===== config.mk =====
export PLATFORM = sky130hd
export DESIGN_NAME = text_ram_arbiter
export DESIGN_NICKNAME = d
export VERILOG_FILES = /design/src/rtl/text_ram_arbiter.sv
export SDC_FILE = /design/constraint.sdc
export NUM_CORES = 1
export LEC_CHECK = 0
export ABC_AREA = 1
export BUFFER_PORTS_ARGS = -buffer_cell sky130_fd_sc_hd__buf_2
export CORE_MARGIN = 2
export CORE_UTILIZATION = 62
export CTS_BUF_LIST = sky130_fd_sc_hd__clkbuf_2 sky130_fd_sc_hd__clkbuf_4 sky130_fd_sc_hd__clkbuf_8
export DETAILED_ROUTE_END_ITERATION = 16
export PLACE_DENSITY = 0.88
export SYNTH_ARGS = -nofsm -noshare
export SYNTH_HDL_FRONTEND = slang
export SYNTH_SLANG_ARGS = --single-unit

===== constraint.sdc =====
create_clock -name clk -period 5.5 [get_ports clk]
set_clock_uncertainty 0.1 [all_clocks]
set_input_delay 0.275 -clock clk [delete_from_list [all_inputs] [get_ports clk]]
set_output_delay 0.275 -clock clk [all_outputs]
set_load 0.03 [all_outputs]

===== src/rtl/text_ram_arbiter.sv =====
// Single-port char RAM arbiter: display reads win, buffered writes retire in idle slots,
// starved writes are forced through. Optional clear sweep under `TEXT_RAM_CLEAR_EN`.
module text_ram_arbiter #(
    parameter int unsigned ADDR_W       = 12,
    parameter int unsigned DATA_W       = 8,
    parameter int unsigned FIFO_DEPTH   = 4,
    parameter int unsigned STARVE_LIMIT = 15
) (
    input  logic                          clk,
    input  logic                          rst_n,
`ifdef TEXT_RAM_CLEAR_EN
    input  logic                          clear_start,
`endif
    input  logic                          disp_req,
    input  logic [ADDR_W-1:0]             disp_addr,
    output logic                          disp_grant,
    output logic [DATA_W-1:0]             disp_rdata,
    output logic                          disp_rvalid,
    output logic                          disp_stall,
    input  logic                          wr_valid,
    input  logic [ADDR_W-1:0]             wr_addr,
    input  logic [DATA_W-1:0]             wr_data,
    output logic                          wr_ready,
    output logic                          ram_en,
    output logic                          ram_we,
    output logic [ADDR_W-1:0]             ram_addr,
    output logic [DATA_W-1:0]             ram_wdata,
    input  logic [DATA_W-1:0]             ram_rdata,
    output logic [$clog2(FIFO_DEPTH):0]   fifo_level,
    output logic                          busy
);

    localparam int unsigned PtrW = $clog2(FIFO_DEPTH);
    localparam int unsigned LvlW = PtrW + 1;
    localparam int unsigned CntW = $clog2(STARVE_LIMIT + 1);

    typedef enum logic [2:0] {
        StIdle,
        StDisp,
        StWr,
        StForce
`ifdef TEXT_RAM_CLEAR_EN
        , StClr
`endif
    } state_e;

    state_e state_q, state_d;

    logic [ADDR_W-1:0] fifo_addr_q [FIFO_DEPTH];
    logic [DATA_W-1:0] fifo_data_q [FIFO_DEPTH];
    logic [PtrW-1:0]   wr_ptr_q, wr_ptr_d;
    logic [PtrW-1:0]   rd_ptr_q, rd_ptr_d;
    logic [LvlW-1:0]   level_q, level_d;
    logic [CntW-1:0]   cnt_q, cnt_d;

    logic fifo_empty;
    logic force_cond;
    logic push;
    logic pop;
    logic sweep_active;

`ifdef TEXT_RAM_CLEAR_EN
    localparam int unsigned CellCount = 2400;

    logic              clr_active_q, clr_active_d;
    logic [ADDR_W-1:0] clr_addr_q, clr_addr_d;

    assign sweep_active = clr_active_q;
`else
    assign sweep_active = 1'b0;
`endif

    assign fifo_empty = (level_q == '0);
    assign force_cond = (cnt_q == CntW'(STARVE_LIMIT)) && !fifo_empty;
    assign wr_ready   = (level_q < LvlW'(FIFO_DEPTH)) && !sweep_active;
    assign push       = wr_valid && wr_ready;
    assign fifo_level = level_q;
    assign busy       = !fifo_empty || sweep_active;

    // A granted read last cycle means its data is on ram_rdata now.
    assign disp_rvalid = (state_q == StDisp);
    assign disp_rdata  = disp_rvalid ? ram_rdata : '0;

    // Port owner: forced write > display read > clear sweep > queued write > idle.
    always_comb begin
        state_d    = StIdle;
        disp_grant = 1'b0;
        disp_stall = 1'b0;
        ram_en     = 1'b0;
        ram_we     = 1'b0;
        ram_addr   = '0;
        ram_wdata  = '0;
        pop        = 1'b0;
        if (force_cond) begin
            state_d    = StForce;
            disp_stall = disp_req;
            ram_en     = 1'b1;
            ram_we     = 1'b1;
            ram_addr   = fifo_addr_q[rd_ptr_q];
            ram_wdata  = fifo_data_q[rd_ptr_q];
            pop        = 1'b1;
        end else if (disp_req) begin
            state_d    = StDisp;
            disp_grant = 1'b1;
            ram_en     = 1'b1;
            ram_addr   = disp_addr;
`ifdef TEXT_RAM_CLEAR_EN
        end else if (clr_active_q) begin
            state_d    = StClr;
            ram_en     = 1'b1;
            ram_we     = 1'b1;
            ram_addr   = clr_addr_q;
            ram_wdata  = DATA_W'(8'h20);
`endif
        end else if (!fifo_empty) begin
            state_d    = StWr;
            ram_en     = 1'b1;
            ram_we     = 1'b1;
            ram_addr   = fifo_addr_q[rd_ptr_q];
            ram_wdata  = fifo_data_q[rd_ptr_q];
            pop        = 1'b1;
        end
    end

    always_comb begin
        wr_ptr_d = push ? wr_ptr_q + PtrW'(1) : wr_ptr_q;
        rd_ptr_d = pop ? rd_ptr_q + PtrW'(1) : rd_ptr_q;
        level_d  = level_q + LvlW'(push) - LvlW'(pop);
        cnt_d    = cnt_q;
        if (pop || fifo_empty) begin
            cnt_d = '0;
        end else if (state_d == StDisp && cnt_q != CntW'(STARVE_LIMIT)) begin
            cnt_d = cnt_q + CntW'(1);
        end
    end

`ifdef TEXT_RAM_CLEAR_EN
    always_comb begin
        clr_active_d = clr_active_q;
        clr_addr_d   = clr_addr_q;
        if (state_d == StClr) begin
            clr_addr_d = clr_addr_q + ADDR_W'(1);
            if (clr_addr_q == ADDR_W'(CellCount - 1)) begin
                clr_active_d = 1'b0;
            end
        end
        // A new pulse always restarts from address 0; only a forced-write cycle ignores it.
        if (clear_start && (clr_active_q || state_d != StForce)) begin
            clr_active_d = 1'b1;
            clr_addr_d   = '0;
        end
    end

    always_ff @(posedge clk or negedge rst_n) begin
        if (!rst_n) begin
            clr_active_q <= 1'b0;
            clr_addr_q   <= '0;
        end else begin
            clr_active_q <= clr_active_d;
            clr_addr_q   <= clr_addr_d;
        end
    end
`endif

    always_ff @(posedge clk or negedge rst_n) begin
        if (!rst_n) begin
            state_q  <= StIdle;
            wr_ptr_q <= '0;
            rd_ptr_q <= '0;
            level_q  <= '0;
            cnt_q    <= '0;
        end else begin
            state_q  <= state_d;
            wr_ptr_q <= wr_ptr_d;
            rd_ptr_q <= rd_ptr_d;
            level_q  <= level_d;
            cnt_q    <= cnt_d;
        end
    end

    // FIFO storage needs no reset; the level and pointers qualify it.
    always_ff @(posedge clk) begin
        if (push) begin
            fifo_addr_q[wr_ptr_q] <= wr_addr;
            fifo_data_q[wr_ptr_q] <= wr_data;
        end
    end

endmodule


# Yosys cells after proc, flatten, opt, wreduce, memory -nomap -nowiden
# Memories as Yosys holds them, arrays and structs flattened.
# Index checks and enable logic that the tools add are counted.
# word_totals
regBits	14
output_inout_bits	38
memories	2
in_bits	44
ram_bits	80
wordCells	46
# memory_table
name	words	width	read_ports	rd_ports_with_merged_regs	wr	line_no	text
fifo_addr_q	4	12	1	0	1	49	logic [ADDR_W-1:0] fifo_addr_q [FIFO_DEPTH];
fifo_data_q	4	8	1	0	1	50	logic [DATA_W-1:0] fifo_data_q [FIFO_DEPTH];
# classes
order_cmp	1
eq_ne	4
reduce_logical	7
n_addsub	5
muxes	22
# op_table
operator	n
$mux W12	3
$mux W8	4
$mux W1	10
$mux W4	2
$eq A3 B1 Y1 const B	2
$mux W2	3
$add A2 B1 Y2 const B	2
$add A4 B1 Y4 const B	1
$eq A4 B4 Y1 const B	1
$ne A4 B4 Y1 const B	1
$add A3 B1 Y3	1
$logic_and A1 B1 Y1	3
$logic_not A3 Y1	1
$lt A3 B3 Y1 const B	1
$sub A3 B1 Y3	1
$reduce_bool A2 Y1	1
$logic_not A1 Y1	1
$logic_or A1 B1 Y1	1

# Depth between registers and ports, before layout
# logic_depth
word_depth	8
depth_mapped	12
depth_no_buf	11

# Worst setup path after synthesis
# Ideal clock, no wire load.
# synth_path
path_kind	register to register
startpoint	register level_q[2], in the netlist fifo_level[2]
endpoint	register level_q[2], in the netlist fifo_level[2]
period_less_slack_ns	2.730
stages_incl_launch_ff	12
path_buffers	1
arrival_ns	2.491
setup_time_ns	0.140
t_required_ns	5.260
slack_ns	2.770
cell_sequence	dfrtp_1 -> inv_1 -> nand2_4 -> nand2_1 -> nand2_4 -> buf_6 -> ha_1 -> inv_1 -> ha_1 -> fa_1 -> xnor2_1 -> xor2_1
# synth_via
word_cells_on_any_way	10
classes_between	2 x add/sub; 1 x order compare; 3 x mux; 4 x reduce/logical
# synth_rtl
element	line_no	text
from (decl)	53	logic [LvlW-1:0] level_q, level_d;
from (signal assigned)	176	level_q <= level_d;
$lt A3 B3 Y1	75	assign wr_ready = (level_q < LvlW'(FIFO_DEPTH)) && !sweep_active;
net wr_ready	23	output logic wr_ready,
$logic_and A1 B1 Y1	76	assign push = wr_valid && wr_ready;
$add A3 B1 Y3	128	level_d = level_q + LvlW'(push) - LvlW'(pop);
$sub A3 B1 Y3	128	
net level_d[2]	53	
# The timed path passes the listed nets, and every way through them passes these cells.
# A chain may end at the register's enable or synchronous reset.

# Worst setup path in the final report
# layout_path
startpoint	register rd_ptr_q[1]
endpoint	output port ram_addr[8]
# layout_via
elab_chain_len	4
# layout_lines
element	line_no	text
from (decl)	52	logic [PtrW-1:0] rd_ptr_q, rd_ptr_d;
from (signal assigned)	175	rd_ptr_q <= rd_ptr_d;
$mem_v2 Z4 W12 (*)	--	
$mux W12	115	end else if (!fifo_empty) begin
$mux W12	102	end else if (disp_req) begin
$mux W12 (*)	94	if (force_cond) begin
to (decl)	26	output logic [ADDR_W-1:0] ram_addr,
# Every way passes the cells marked *; elsewhere a longest branch is shown, timed or not.

==> impl_metrics.yaml <==
cts:
  cts_sinks: 93
  post_cts_buffers: 0
  cts-root-buf: "clkbuf_8"
  hold_buffers: 1
  cts_buffers: 9
  clk_latency_ns: 0.34
  post_cts_resized: 0
  path_clk_slew_ns: 0.09
  h-tree-depth: 3
  clockBufferDepth: 2
  tritoncts: "built"
route:
  drtIter0Drc: 267
  routedWlPerCell_um: 13.90
  ant_nets: 0
  vias_per_cell: 5.083
  drc_errors: 0
  vias: 3070
  dr.pass1.iters: 4
  wirelength_um: 8395
worst_setup_path:
  cp_max_fo: 23
  rrSetupSlack_ns: 2.93
  cp.arrival_ns: 2.43
  critPathKind: "flop to output pin"
  startpoint_type: "flop"
  required_ns: 5.12
  endpoint_kind: "output pin"
place:
  place_inst: 587
  dpl_worst_slack_ns: 2.946
  port_buffers: 81
  gp_congestion: 0.8219
  dp_hpwl_um: 5146
timing:
  relSlewSlack_pct: 44.80
  setup_violations: 0
  hold_viol_final: 0
  fin_ws_ns: 2.696
  final.setup.tns_ns: 0
  slew_viol_final: 0
  min_period_ns: 2.804
  rsz0062_at_grt: "no"
  worstMarginPinSlew_ns: 0.8279
  period_share_pct: 50.99
  fmaxAchievable_ghz: 0.3566
  whs_ns: 0.03328
power_and_ir_drop:
  p_per_area_nw_per_um2: 478.1
  irDropWorstVdd_uv: 284.2
  leakage_nw: 2.447
outcome:
  status: "finished clean"
die:
  core_area_um2: 6719
  die_x_um: 86.96
  dieArea_um2: 7561
  die_h_um: 86.96
  io_pins: 82
  core.rowCount: 30
  initial_core_util_pct: 63.50
finish:
  n_antenna_cell: 0
  area_delta_synth_final_pct: 16.25
  final_core_util_pct: 73.82
  drive_above_1_share_pct: 21.18
  finalNonFillerCells: 604
  final_nets: 571
run:
  maxCapViolations: 0
yosys:
  synth_commonest_cells: "143 x nand2_1, 88 x inv_1, 80 x edfxtp_1"
  synth_seq_cells: 93
  synthCells: 438
  synth.area.top_cells: "edfxtp_1 56%, nand2_1 13%, inv_1 7.7%, dfrtp_1 7.6%, nand3_1 5.5%"
  synth-edff-count: 80
  yosysMostFrequentCell: "nand2_1"
  syn-num-nets: 490
  yosys_warnings: 0
  ys.flop_type: "edfxtp_1"
  avgSynthCellArea_um2: 9.741
  synth_top_area_share_pct: 56.30
  async_flop_share_pct: 13.98
  netlist_area_um2: 4267
  synth_cell_types: 19
  synth.yosys.seq_area_share_pct: 63.93
  yosysTopAreaCell: "edfxtp_1"
global_routing:
  grt_pass1_wl_um: 13390
  grt_max_degree: 43
  antenna_found_initial: 0
  grt.overflow.total: 0
  grt_pass1_vias: 2970
  track_usage_pct: 23.59
worst_hold_path:
  hold_class: "input pin to flop"
-- state kept, by name, summed over array words and instances, names as in the netlist --
signal,cells
cnt_q,4
fifo_addr_q,48
state_q,2
fifo_data_q,32
fifo_level,3
rd_ptr_q,2
wr_ptr_q,2
-- final cells by class --
type                            instances  area, µm²
Tap cell                               80      100.1
Clock inverter                          7      96.34
Clock buffer                            9      123.9
Inverter                               89      334.1
Sequential cell                        93       2728
Fill cell                             450       1759
Multi-Input combinational cell        239       1125
Timing Repair Buffer                   87      452.9
-- kinds of logic after synthesis --
group / synth area share [%]
AOI/OAI and AO/OA: 1.290
and+or+nand+nor: 21.08
adders and majority gates: 2.522
buffers and inverters: 9.941
xor gates and xnor gates: 1.232
DFF: 63.93
-- final timing paths --
| path | depth (start not counted) | from | to |
|---|---|---|---|
| setup reg to reg | 11 | cnt_q[0]$_DFFE_PN0P_ | fifo_level[2]$_DFF_PN0_ |
| setup / recovery | 6 | rd_ptr_q[1]$_DFFE_PN0P_ | ram_addr[8] |
| min in group asynchronous | 2 | rst_n | state_q[0]$_DFF_PN0_ |
| max in group asynchronous | 2 | rst_n | cnt_q[3]$_DFFE_PN0P_ |
| hold / removal | 1 | wr_data[3] | fifo_data_q[2][3]$_DFFE_PP_ |
| hold reg to reg | 1 | cnt_q[0]$_DFFE_PN0P_ | cnt_q[0]$_DFFE_PN0P_ |
-- power by group --
part	leakage (nW)	switching (mW)	total (mW)	internal (mW)
Combinational	1.45	0.643	0.910	0.267
Clock	0.109	0.235	0.494	0.258
Sequential	0.885	0.0750	0.968	0.893
Total	2.45	0.953	2.37	1.42
-- layer usage --
layer  wire, µm  track usage (%)  vias to the layer above  part of all wire [%]
li1           -                -                     1521                     -
met1       3364            30.02                     1415                    40
met2       4273            39.42                      126                    51
met3        676            5.213                        8                   8.1
met4         81            9.659                        0                  0.96
met5          0                0                        -                     0
-- layout by cell type, fill, tap and decap left out --
cell type and instances:
fa_1 1, edfxtp_1 80, clkinvlp_4 1, inv_2 1, dfrtp_1 13, nand3_1 47
nand2_1 143, o21ai_1 1, inv_1 88, nor2_1 15, ha_1 7, a21oi_1 10
nor2_2 4, xnor2_1 3, xor2_1 3, dlygate4sd3_1 1, clkinv_2 1, bufinv_16 2
nor2_4 2, inv_8 1, clkinv_1 1, clkbuf_8 9, buf_4 5, inv_6 1
nand2_4 3, buf_2 81
-- per-stage QoR --
stage          power, mW  area, µm²
4_1_cts            2.380       4960
2_1_floorplan      1.650       4267
3_3_place_gp       1.847       4730
5_1_grt            2.513       4960
3_5_place_dp       1.882       4730
6_report           2.371       4960
-- worst max-delay path: stages, from the launching register on --
cell and delay (ns):
dfrtp_1 0.89, inv_1 0.58, nand3_1 0.23, nand2_1 0.06, nand2_1 0.06, nand2_1 0.07, buf_2 0.18
(Power assumes the default switching activity.)
